## src/rtl/ipsc_current_sequencer.sv

```systemverilog
// Time-multiplexes one shared IPSC datapath across a neuron's synaptic channels and saturating-accumulates the total current.
// Optional feature macro: IPSC_SKIP_ZERO_GIN_EN (skip channels whose conductance is zero).
module ipsc_current_sequencer #(
    parameter int unsigned INTEGER_WIDTH   = 32,
    parameter int unsigned DATA_WIDTH_FRAC = 32,
    parameter int unsigned DATA_WIDTH      = INTEGER_WIDTH + DATA_WIDTH_FRAC,
    parameter int unsigned DELTAT_WIDTH    = 4,
    parameter int unsigned NUM_CHANNELS    = 2,
    parameter int unsigned CHSEL_WIDTH     = 4,
    parameter int unsigned SETTLE_CYCLES   = 3
) (
    input  logic                     Clock,
    input  logic                     Reset,
    input  logic                     Start,
    input  logic [DATA_WIDTH-1:0]    Vmem_in,
    input  logic [DELTAT_WIDTH-1:0]  DeltaT_in,
    input  logic [INTEGER_WIDTH-1:0] Taumem_in,
    output logic [CHSEL_WIDTH-1:0]   ChannelSel,
    input  logic [INTEGER_WIDTH-1:0] ChannelEin,
    input  logic [DATA_WIDTH-1:0]    ChannelGin,
    output logic [INTEGER_WIDTH-1:0] IPSC_Ein,
    output logic [DATA_WIDTH-1:0]    IPSC_Vmem,
    output logic [DATA_WIDTH-1:0]    IPSC_gin,
    output logic [DELTAT_WIDTH-1:0]  IPSC_DeltaT,
    output logic [INTEGER_WIDTH-1:0] IPSC_Taumem,
    input  logic [DATA_WIDTH-1:0]    IPSCIn,
    output logic [DATA_WIDTH-1:0]    ITotal,
    output logic                     Busy,
    output logic                     Done,
    output logic                     TauError
);

    localparam int unsigned CNT_W = (SETTLE_CYCLES > 1) ? $clog2(SETTLE_CYCLES) : 1;

    typedef enum logic [2:0] {
        S_IDLE,
        S_LOAD,
        S_SETTLE,
        S_ACCUM,
        S_FINISH
    } state_t;

    state_t                  state;
    logic [CNT_W-1:0]        settle_cnt;
    logic [DATA_WIDTH-1:0]   acc;
    logic [DATA_WIDTH:0]     sum_wide;
    logic [DATA_WIDTH-1:0]   sum_sat;
    logic                    last_ch;

    // One extra bit of headroom; clamp when the two top bits disagree.
    always_comb begin
        sum_wide = {acc[DATA_WIDTH-1], acc} + {IPSCIn[DATA_WIDTH-1], IPSCIn};
        sum_sat  = sum_wide[DATA_WIDTH-1:0];
        if (sum_wide[DATA_WIDTH] != sum_wide[DATA_WIDTH-1]) begin
            sum_sat = sum_wide[DATA_WIDTH] ? {1'b1, {(DATA_WIDTH-1){1'b0}}}
                                           : {1'b0, {(DATA_WIDTH-1){1'b1}}};
        end
    end

    assign last_ch = (ChannelSel == CHSEL_WIDTH'(NUM_CHANNELS - 1));

    always_ff @(posedge Clock) begin
        if (Reset) begin
            state       <= S_IDLE;
            settle_cnt  <= '0;
            acc         <= '0;
            ChannelSel  <= '0;
            IPSC_Ein    <= '0;
            IPSC_Vmem   <= '0;
            IPSC_gin    <= '0;
            IPSC_DeltaT <= '0;
            IPSC_Taumem <= '0;
            ITotal      <= '0;
            Busy        <= 1'b0;
            Done        <= 1'b0;
            TauError    <= 1'b0;
        end else begin
            Done <= 1'b0;
            case (state)
                S_IDLE: begin
                    if (Start) begin
                        IPSC_Vmem   <= Vmem_in;
                        IPSC_DeltaT <= DeltaT_in;
                        IPSC_Taumem <= Taumem_in;
                        acc         <= '0;
                        ChannelSel  <= '0;
                        Busy        <= 1'b1;
                        if (Taumem_in == '0) begin
                            TauError <= 1'b1;
                            ITotal   <= '0;
                            Done     <= 1'b1;
                            state    <= S_FINISH;
                        end else begin
                            TauError <= 1'b0;
                            state    <= S_LOAD;
                        end
                    end
                end
                S_LOAD: begin
                    IPSC_Ein   <= ChannelEin;
                    IPSC_gin   <= ChannelGin;
                    settle_cnt <= CNT_W'(SETTLE_CYCLES - 1);
                    state      <= S_SETTLE;
`ifdef IPSC_SKIP_ZERO_GIN_EN
                    // Zero conductance contributes nothing; move straight on.
                    if (ChannelGin == '0) begin
                        if (last_ch) begin
                            ITotal <= acc;
                            Done   <= 1'b1;
                            state  <= S_FINISH;
                        end else begin
                            ChannelSel <= ChannelSel + CHSEL_WIDTH'(1);
                            state      <= S_LOAD;
                        end
                    end
`endif
                end
                S_SETTLE: begin
                    if (settle_cnt == '0) begin
                        state <= S_ACCUM;
                    end else begin
                        settle_cnt <= settle_cnt - CNT_W'(1);
                    end
                end
                S_ACCUM: begin
                    acc <= sum_sat;
                    if (last_ch) begin
                        ITotal <= sum_sat;
                        Done   <= 1'b1;
                        state  <= S_FINISH;
                    end else begin
                        ChannelSel <= ChannelSel + CHSEL_WIDTH'(1);
                        state      <= S_LOAD;
                    end
                end
                S_FINISH: begin
                    Busy  <= 1'b0;
                    state <= S_IDLE;
                end
                default: begin
                    state <= S_IDLE;
                end
            endcase
        end
    end

endmodule

```

## config.mk

```make
export PLATFORM = sky130hd
export DESIGN_NAME = ipsc_current_sequencer
export DESIGN_NICKNAME = d
export VERILOG_FILES = /design/src/rtl/ipsc_current_sequencer.sv
export SDC_FILE = /design/constraint.sdc
export NUM_CORES = 1
export LEC_CHECK = 0
export CAP_MARGIN = 5
export CORE_MARGIN = 3
export CORE_UTILIZATION = 40
export DETAILED_ROUTE_END_ITERATION = 6
export HOLD_SLACK_MARGIN = 0.02
export PLACE_DENSITY_LB_ADDON = 0.08
export SKIP_CTS_REPAIR_TIMING = 1
export SLEW_MARGIN = 20
export SYNTH_ARGS = -nofsm -noshare
export SYNTH_HDL_FRONTEND = slang
export SYNTH_SLANG_ARGS = --single-unit
```

## constraint.sdc

```tcl
create_clock -name Clock -period 7.95 [get_ports Clock]
set_clock_uncertainty 0.15 [all_clocks]
set_input_delay 1.59 -clock Clock [delete_from_list [all_inputs] [get_ports Clock]]
set_output_delay 1.59 -clock Clock [all_outputs]
set_load 0.02 [all_outputs]
```

; Word-level counts from Yosys, hierarchy flattened
; Cells that the tools add are included.
[word_totals]
reg_bits = 336
input_bits = 263
output_inout_bits = 267
wordCells = 65
[classes]
addsub = 3
n_eq_ne = 12
mux = 24
n_reduce_logical = 13
[ops]
columns = op, n
row1 = two-way mux 64 bit, 6
row2 = case mux 64 bit (2 select lines), 2
row3 = adder 64 x 64 -> 65 bit, 1
row4 = zero test 32 bit, 1
row5 = two-way mux 3 bit, 4
row6 = "!= test 2 bit, second input constant", 6
row7 = case mux 3 bit (4 select lines), 1
row8 = AND reduction 2 bit, 5
row9 = two-way mux 4 bit, 2
row10 = case mux 4 bit (2 select lines), 1
row11 = "equality test 3 x 2 -> 1 bit, second input constant", 2
row12 = nonzero test 2 bit, 3
row13 = "adder 4 x 1 -> 4 bit, second input constant", 1
row14 = "equality test 4 x 1 -> 1 bit, second input constant", 1
row15 = two-way mux 1 bit, 4
row16 = case mux 1 bit (2 select lines), 2
row17 = case mux 2 bit (2 select lines), 1
row18 = AND reduction 4 bit, 1
row19 = "equality test 3 x 1 -> 1 bit, second input constant", 1
row20 = "equality test 3 bit, second input constant", 1
row21 = zero test 3 bit, 1
row22 = AND reduction 3 bit, 1
row23 = zero test 2 bit, 1
row24 = two-way mux 2 bit, 1
row25 = 2 further kinds, 2

; Logic depth before layout (Yosys ltp)
; Gate-level depths: netlist (run 1).
[depth]
word_depth = 5
ltp_mapped = 13
depth_no_buf = 11

; Least setup slack after synthesis (run 1)
; No wires, ideal clock.
[synth_path]
path_kind = input-to-reg
startpoint = input port IPSCIn[0]
endpoint = register ITotal[8]
setup_time_ns = 0.117
t_arrival_ns = 4.266
path_slack_ns = 3.417
path_stages = 12
path_buffers = 1
cell_sequence = ha_1 > fa_1 > a211oi_1 > o211ai_1 > nand3_1 > nand2_1 > a221oi_2 > a211oi_1 > and3_1 > clkbuf_2 > or4b_4 > a22o_1
[synth_between]
elab_chain_len = 5
[synth_rtl]
columns = item, line_no
row1 = from (decl), 26  ; input logic [DATA_WIDTH-1:0] IPSCIn,
row2 = adder 64 x 64 -> 65 bit (*), 52  ; sum_wide = {acc[DATA_WIDTH-1], acc} + {IPSCIn[DATA_WIDTH-1], IPSCIn};
row3 = two-way mux 64 bit or != test 1 bit (tied branches), "55, 54"
row4 = two-way mux 64 bit (*), 54  ; if (sum_wide[DATA_WIDTH] != sum_wide[DATA_WIDTH-1]) begin
row5 = two-way mux 64 bit (*), 127  ; if (last_ch) begin
row6 = case mux 64 bit (2 select lines) (*), 79  ; case (state)
row7 = to (signal assigned), 128  ; ITotal <= sum_sat;
row8 = to (decl), 27  ; output logic [DATA_WIDTH-1:0] ITotal,
; Every way passes the cells marked *; elsewhere a longest branch is shown, timed or not. The select of a mux whose other input is x is not followed.
; A chain may end at the register's enable or synchronous reset.

; Worst setup path in the final report (run 1)
[layout_path]
startpoint = input port IPSCIn[0]
endpoint = register acc[62]
[layout_between]
elab_chain_len = 4
[layout_rtl]
columns = item, line_no
row1 = adder 64 x 64 -> 65 bit (*), 52
row2 = two-way mux 64 bit or != test 1 bit (tied branches), "55, 54"
row3 = two-way mux 64 bit (*), 54
row4 = case mux 64 bit (2 select lines) (*), 79
row5 = to (signal assigned), 126  ; acc <= sum_sat;
row6 = to (decl), 45  ; logic [DATA_WIDTH-1:0] acc;
; Every way passes the cells marked *; elsewhere a longest branch is shown, timed or not.

==> key figures, run 1 <==
Route
  • Vias: 16200
  • Initial DRT Pass Iterations: 6
  • DRT antenna net count: 0
  • Initial DRC Count: 1102
  • Routed via count divided by cell count: 5.43
  • Routed Wire Length: 63300 um
  • WL/cell: 21.2 um
  • # DRC: 0

Timing
  • Finish-stage setup viols: 0
  • Final count of pins violating max slew: 0
  • Worst-margin pin slew: 1140 ps
  • FMAX: 185 MHz
  • Period utilisation layout: 68.0%
  • Post-route setup TNS: 0 ps
  • Min Tclk post-route: 5410 ps
  • Final hold viol count: 0
  • RSZ-0062 raised after global routing: no
  • Max-slew headroom: 24.1%

Power and ir drop
  • Peak supply drop: 0.000190 V
  • PwrDens: 237 nW/um^2
  • Clock power frac: 35.2%
  • Pwr Total: 5350 uW
  • P_int: 3610 uW
  • Sw Ratio: 32.6%
  • Logic pwr share: 28.0%
  • Seq pwr share: 36.7%
  • Leak: 0.00856 uW
  • Psw: 1740 uW

Final layout
  • Final Util: 59.2%
  • Most frequent cells in the layout: nand2_1 (542), clkdlybuf4s50_1 (528), dfxtp_1 (336)
  • Nets@finish: 2781
  • Proportion of layout cells with a drive suffix above 1: 4.52%
  • Fill cells: 3482
  • Synth-to-layout area growth: 43.9%
  • Most common cell after layout, fill and taps aside: nand2_1

Clock network
  • CTS tree: yes
  • CTS Root Cell: clkbuf_16
  • CTS sink cnt: 336
  • Clock transition at path regs: 60 ps
  • TritonCTS Buffers: 39
  • Skew-Pair Late Insertion Delay: 560 ps
  • H-tree Lvls: 2
  • Max Buffers Root-to-Sink: 3

Placed design
  • I/O Buffers: 529
  • HPWL after DPL: 47500 um
  • Routability cong.: 0.964

Floorplanning
  • Die area: 41600 sq um
  • Core Area: 38100 sq um
  • Chip Width: 204 um
  • Number of core rows: 71
  • Starting density of the core: 41.2%
  • IO Count: 530
  • Die Y: 204 um

Synth
  • Cells after Synth: 2002
  • Post-synth EDFFs: 0
  • YS warnings: 0
  • Ranking of synthesized cells by area: dfxtp_1 (43%), nand2_1 (13%), a21oi_1 (9.4%)
  • Distinct cell type count of the synthesized netlist: 80
  • Largest area contributor in the netlist: dfxtp_1
  • Synthesized Nets: 2333
  • Register area share after synthesis: 42.9%
  • Synthesized flop and latch total: 336
  • Prevailing post-synth register cell: dfxtp_1
  • Synth top area share: 42.9%
  • Synthesized cell area: 15700 sq um
  • Syn_area_per_cell: 7.83 sq um
  • Async SR Flop Fraction: 0%

Global routing
  • First-pass GRT wire length: 94600 um
  • Total Routing Usage GR: 29.1%
  • Vias in the first global route: 15800
  • Largest net degree at the start of global routing: 103
  • GRT overflow: 0
  • Initial antenna violation count: 2

Worst setup path
  • WP data required: 8230 ps
  • CP peak stage delay: 570 ps
  • Crit path max-delay family: compound AO/OA/AOI/OAI gates
  • Critical path class: in2reg
  • Largest fanout on the critical path: 4
  • Worst Setup Start Kind: input pin
  • CP Capture Type: flop
  • Worst path slowest cell: a31oi_1
  • Critical Path AT: 5680 ps
  • Crit path cell chain: clkdlybuf4s50_1 > ha_1 > fa_1 > a211oi_1 > o211ai_1 > a21oi_1 > o311ai_1 > a31oi_1 > nor2_1 > or3b_2 > a311oi_1 > o21ai_0
  • Worst path buffer plus inverter count: 1

Min path
  • Hold Path Class: reg2reg

Outcome
  • Status: finished clean

Flow run
  • Maxcap violations: 0
==> worst register-to-register path, cell delays in order, from the launching register on <==
cell and delay, ps:
dfxtp_1 310, ha_1 250, fa_1 440, a211oi_1 300, o211ai_1 170, a21oi_1 350, o311ai_1 300, a31oi_1 570
nor2_1 210, or3b_2 500, a311oi_1 420, o21ai_0 150
==> final timing paths <==
| path | start | endpoint | slack [ps] | cells past startpoint |
|---|---|---|---|---|
| min reg2reg | ITotal[58]$_SDFFE_PP0P_ | ITotal[58]$_SDFFE_PP0P_ | 300 | 2 |
| min | ITotal[58]$_SDFFE_PP0P_ | ITotal[58]$_SDFFE_PP0P_ | 300 | 2 |
| max | IPSCIn[0] | acc[62]$_SDFFE_PP0P_ | 2540 | 12 |
| max reg2reg | acc[0]$_SDFFE_PP0P_ | acc[62]$_SDFFE_PP0P_ | 3710 | 11 |
==> Yosys cell counts, drive strengths merged, types with 15 or more instances <==
cell	n
nand3	38
dfxtp	336
o211ai	15
ha	67
nor3	48
a21oi	296
o21ai	123
a22o	51
nand2	542
clkbuf	98
buf	40
a21o	22
nand4	28
xor2	29
inv	20
a211oi	15
o21bai	15
nor2	64
xnor2	20
==> state kept, by name (all words and copies together) (netlist names) <==
name and flops:
settle_cnt 2, IPSC_Ein 32, ITotal 64, acc 64
IPSC_DeltaT 4, TauError 1, state 3, IPSC_gin 64
Busy 1, IPSC_Taumem 32, Done 1, ChannelSel 4
IPSC_Vmem 64
==> power by group through the flow <==
stage	Combinational (uW)	Sequential (uW)	Clock, uW
3_5_place_dp	1490	2000	0
5_1_grt	1610	1990	1980
6_report	1500	1970	1890
4_1_cts	1500	1960	1920
3_3_place_gp	1480	1990	0
2_1_floorplan	619	2170	0
==> metrics by stage <==
stage	hold WS [ps]	instances	worst slack, ps	instance area, sq um
floorplan	279	2002	3420	15700
CTS	302	2989	2540	22500
detailed placement	295	2919	1980	21200
global route	315	2990	2460	22600
global placement	289	2919	2130	21200
finish	302	2992	2540	22600
==> cells by family (layout without fill, tap and decap cells) <==
family          Yosys count  count (layout)  synth area share, %
simple gates            787             787                 21.4
compound gates          598             598                 23.0
flops                   336             336                 42.9
buf+inv                 158             635                 4.14
fa+ha+maj                68              68                 5.47
xor+xnor                 49              49                 2.74
mux                       6               6                0.391
other cells               0               2                    0
==> area by class of cell <==
class | instances | area (sq um) | share of cell area, %
multi-input combinational | 1508 | 8350 | 37.0
sequential | 336 | 6730 | 29.8
timing repair buffer | 545 | 5430 | 24.0
clock buffer | 59 | 1200 | 5.33
tap | 511 | 639 | 2.83
clock inverter | 11 | 150 | 0.665
inverter | 20 | 75.1 | 0.333
antenna | 2 | 5.00 | 0.0222
==> layer usage <==
metal  wire length (um)  global-route usage [%]
met1              25600                    35.6
met2              30900                    50.2
met3               5290                    8.27
met4               1560                    7.94
met5                  7                       0
(Power assumes the default switching activity.)
==> inputs of run 2 (changes only) <==
==> constraint.sdc (replaced) <==
create_clock -name Clock -period 4.45 [get_ports Clock]
set_clock_uncertainty 0.15 [all_clocks]
set_input_delay 0.89 -clock Clock [delete_from_list [all_inputs] [get_ports Clock]]
set_output_delay 0.89 -clock Clock [all_outputs]
set_load 0.02 [all_outputs]
==> run 2 against run 1 <==
  * Core utilization grew 1.5 points
  * Total power up 75%
  * Worst setup slack worse by 2100 ps
  * Clock power rose by 66%
  * Final area rose by 2.6%
  * Via count grew 1.8%
  * Non-clock buffer count up 80
  * Final cell count is 2.7% higher
  * Critical path type unchanged
  * Critical endpoint unchanged
  * Largest power group unchanged
  * Highest routed layer unchanged
==> key figures, run 2 (synthesized netlist as in run 1, its figures left out) <==
Timing
  • Finish-stage setup viols: 0 (unchanged)
  • Worst-margin pin slew: 1130 ps (was 1140 ps)
  • Max-slew headroom: 24.6% (was 24.1%)
  • Period utilisation layout: 89.6%
  • Post-route setup TNS: 0 ps (unchanged)
  • Final hold viol count: 0 (unchanged)
  • Setup ws final: 462 ps (was 2540 ps)
  • Min Tclk post-route: 3990 ps
  • RSZ-0062 raised after global routing: no (unchanged)
  • Final count of pins violating max slew: 0 (unchanged)
  • FMAX: 251 MHz

Flow run
  • Maxcap violations: 0 (unchanged)

Floorplanning
  • Die area: 41600 sq um (unchanged)
  • Number of core rows: 71 (unchanged)
  • Core Area: 38100 sq um (unchanged)
  • IO Count: 530 (unchanged)
  • Die Y: 204 um (unchanged)
  • Starting density of the core: 41.2% (unchanged)
  • Chip Width: 204 um (unchanged)

Worst setup path
  • Crit path cell chain: clkdlybuf4s50_1 > ha_1 > fa_1 > a211oi_1 > o211ai_1 > a21oi_1 > o311ai_1 > a31oi_1 > nor2_1 > or3b_2 > a311oi_1 > o21ai_0 (unchanged)
  • Worst Setup Start Kind: input pin (unchanged)
  • Critical Path AT: 4260 ps (was 5680 ps)
  • Largest fanout on the critical path: 3 (was 4)
  • WP data required: 4720 ps (was 8230 ps)
  • Worst path buffer plus inverter count: 1 (unchanged)
  • Crit path max-delay family: compound AO/OA/AOI/OAI gates (unchanged)
  • Worst path slowest cell: or3b_2 (was a31oi_1)
  • CP Capture Type: flop (unchanged)
  • CP peak stage delay: 450 ps (was 570 ps)
  • Critical path class: in2reg (unchanged)

Global routing
  • Initial antenna violation count: 9 (was 2)
  • Total Routing Usage GR: 28.8% (was 29.1%)
  • First-pass GRT wire length: 93300 um (was 94600 um)
  • GRT overflow: 0 (unchanged)
  • Vias in the first global route: 15900 (was 15800)
  • Largest net degree at the start of global routing: 105 (was 103)

Final layout
  • Fill cells: 3456 (was 3482)
  • Proportion of layout cells with a drive suffix above 1: 7.24% (was 4.52%)
  • Most common cell after layout, fill and taps aside: nand2_1 (unchanged)
  • Synth-to-layout area growth: 47.7% (was 43.9%)
  • Reg area: 6730 sq um (unchanged)
  • Multi-input gate area: 8340 sq um (was 8350 sq um)
  • Nets@finish: 2860 (was 2781)
  • Most frequent cells in the layout: nand2_1 (542), clkdlybuf4s50_1 (528), dfxtp_1 (336) (unchanged)

Route
  • Vias: 16500 (was 16200)
  • WL/cell: 20.5 um (was 21.2 um)
  • Routed via count divided by cell count: 5.38 (was 5.43)
  • DRT antenna net count: 0 (unchanged)
  • # DRC: 0 (unchanged)
  • Routed Wire Length: 62900 um (was 63300 um)
  • Initial DRT Pass Iterations: 4 (was 6)
  • Initial DRC Count: 1149 (was 1102)

Clock network
  • Skew-Pair Late Insertion Delay: 560 ps (about the same)
  • CTS sink cnt: 336 (unchanged)
  • H-tree Lvls: 2 (unchanged)
  • Max Buffers Root-to-Sink: 3 (unchanged)
  • Clock transition at path regs: 60 ps (about the same)
  • CTS tree: yes (unchanged)
  • CTS Root Cell: clkbuf_16 (unchanged)
  • TritonCTS Buffers: 38 (was 39)

Power and ir drop
  • Pwr Total: 9390 uW (was 5350 uW)
  • PwrDens: 405 nW/um^2 (was 237 nW/um^2)
  • Peak supply drop: 0.000339 V (was 0.000190 V)
  • Leak: 0.00894 uW (was 0.00856 uW)

Min path
  • Hold Path Class: reg2reg (unchanged)

Placed design
  • I/O Buffers: 529 (unchanged)
  • Routability cong.: 0.929 (was 0.964)
  • HPWL after DPL: 48100 um (was 47500 um)
  • Placement Setup Slack: -9.05 ps (was 1980 ps)

Outcome
  • Status: finished clean (unchanged)
## run 2: worst min-delay path, cell delays in order (launching register included)
cell	delay (ps)
dfxtp_1	310
nand2_1	50
o21ai_1	50
## run 2: final timing paths
| check | start | to | slack (ps) | cells after the start |
|---|---|---|---|---|
| hold reg to reg | ITotal[52]$_SDFFE_PP0P_ | ITotal[52]$_SDFFE_PP0P_ | 300 | 2 |
| hold / removal | ITotal[52]$_SDFFE_PP0P_ | ITotal[52]$_SDFFE_PP0P_ | 300 | 2 |
| setup / recovery | IPSCIn[0] | acc[62]$_SDFFE_PP0P_ | 460 | 12 |
| setup reg to reg | acc[0]$_SDFFE_PP0P_ | acc[62]$_SDFFE_PP0P_ | 920 | 11 |
## run 2: cell type report
type,count,share of cell area [%]
clock inverters,7,0.275
repair buffers,625,26.5
multi-input cells,1508,36.0
diodes,4,0.0432
inverters,20,0.324
flip-flops and latches,336,29.0
well taps,511,2.76
clock buffers,61,5.05
## run 2: power breakdown
group          internal (uW)  total (uW)  switching, uW  leakage (uW)
sequential              3330        3510            184       0.00273
combinational           1130        2740           1610       0.00559
clock                   1850        3140           1280      0.000611
## run 2: metrics by stage
stage	hold slack, ps	instance area (sq um)	utilization [%]	std cells
floorplan	279	15700	-	2002
global placement	288	21900	57.5	3000
detailed placement	294	21900	57.5	3000
CTS	302	23200	60.8	3068
global route	320	23200	60.8	3072
finish	297	23200	60.8	3072
## run 2: per-layer routing
metal,GRT usage [%],up-vias,wire length (um)
met1,34.8,7731,25000
li1,-,8036,-
met5,0,-,70
met4,11.3,10,2490
met3,9.73,125,5760
met2,47.3,628,29600
==> inputs of run 3 (changes only) <==
--- a/config.mk
+++ b/config.mk
@@ -12,6 +12,7 @@
 export HOLD_SLACK_MARGIN = 0.02
 export PLACE_DENSITY_LB_ADDON = 0.08
 export SKIP_CTS_REPAIR_TIMING = 1
+export SKIP_LAST_GASP = 1
 export SLEW_MARGIN = 20
 export SYNTH_ARGS = -nofsm -noshare
 export SYNTH_HDL_FRONTEND = slang
==> results of run 3 <==
The final DEF is identical to that of run 2; final timing and power are the same.
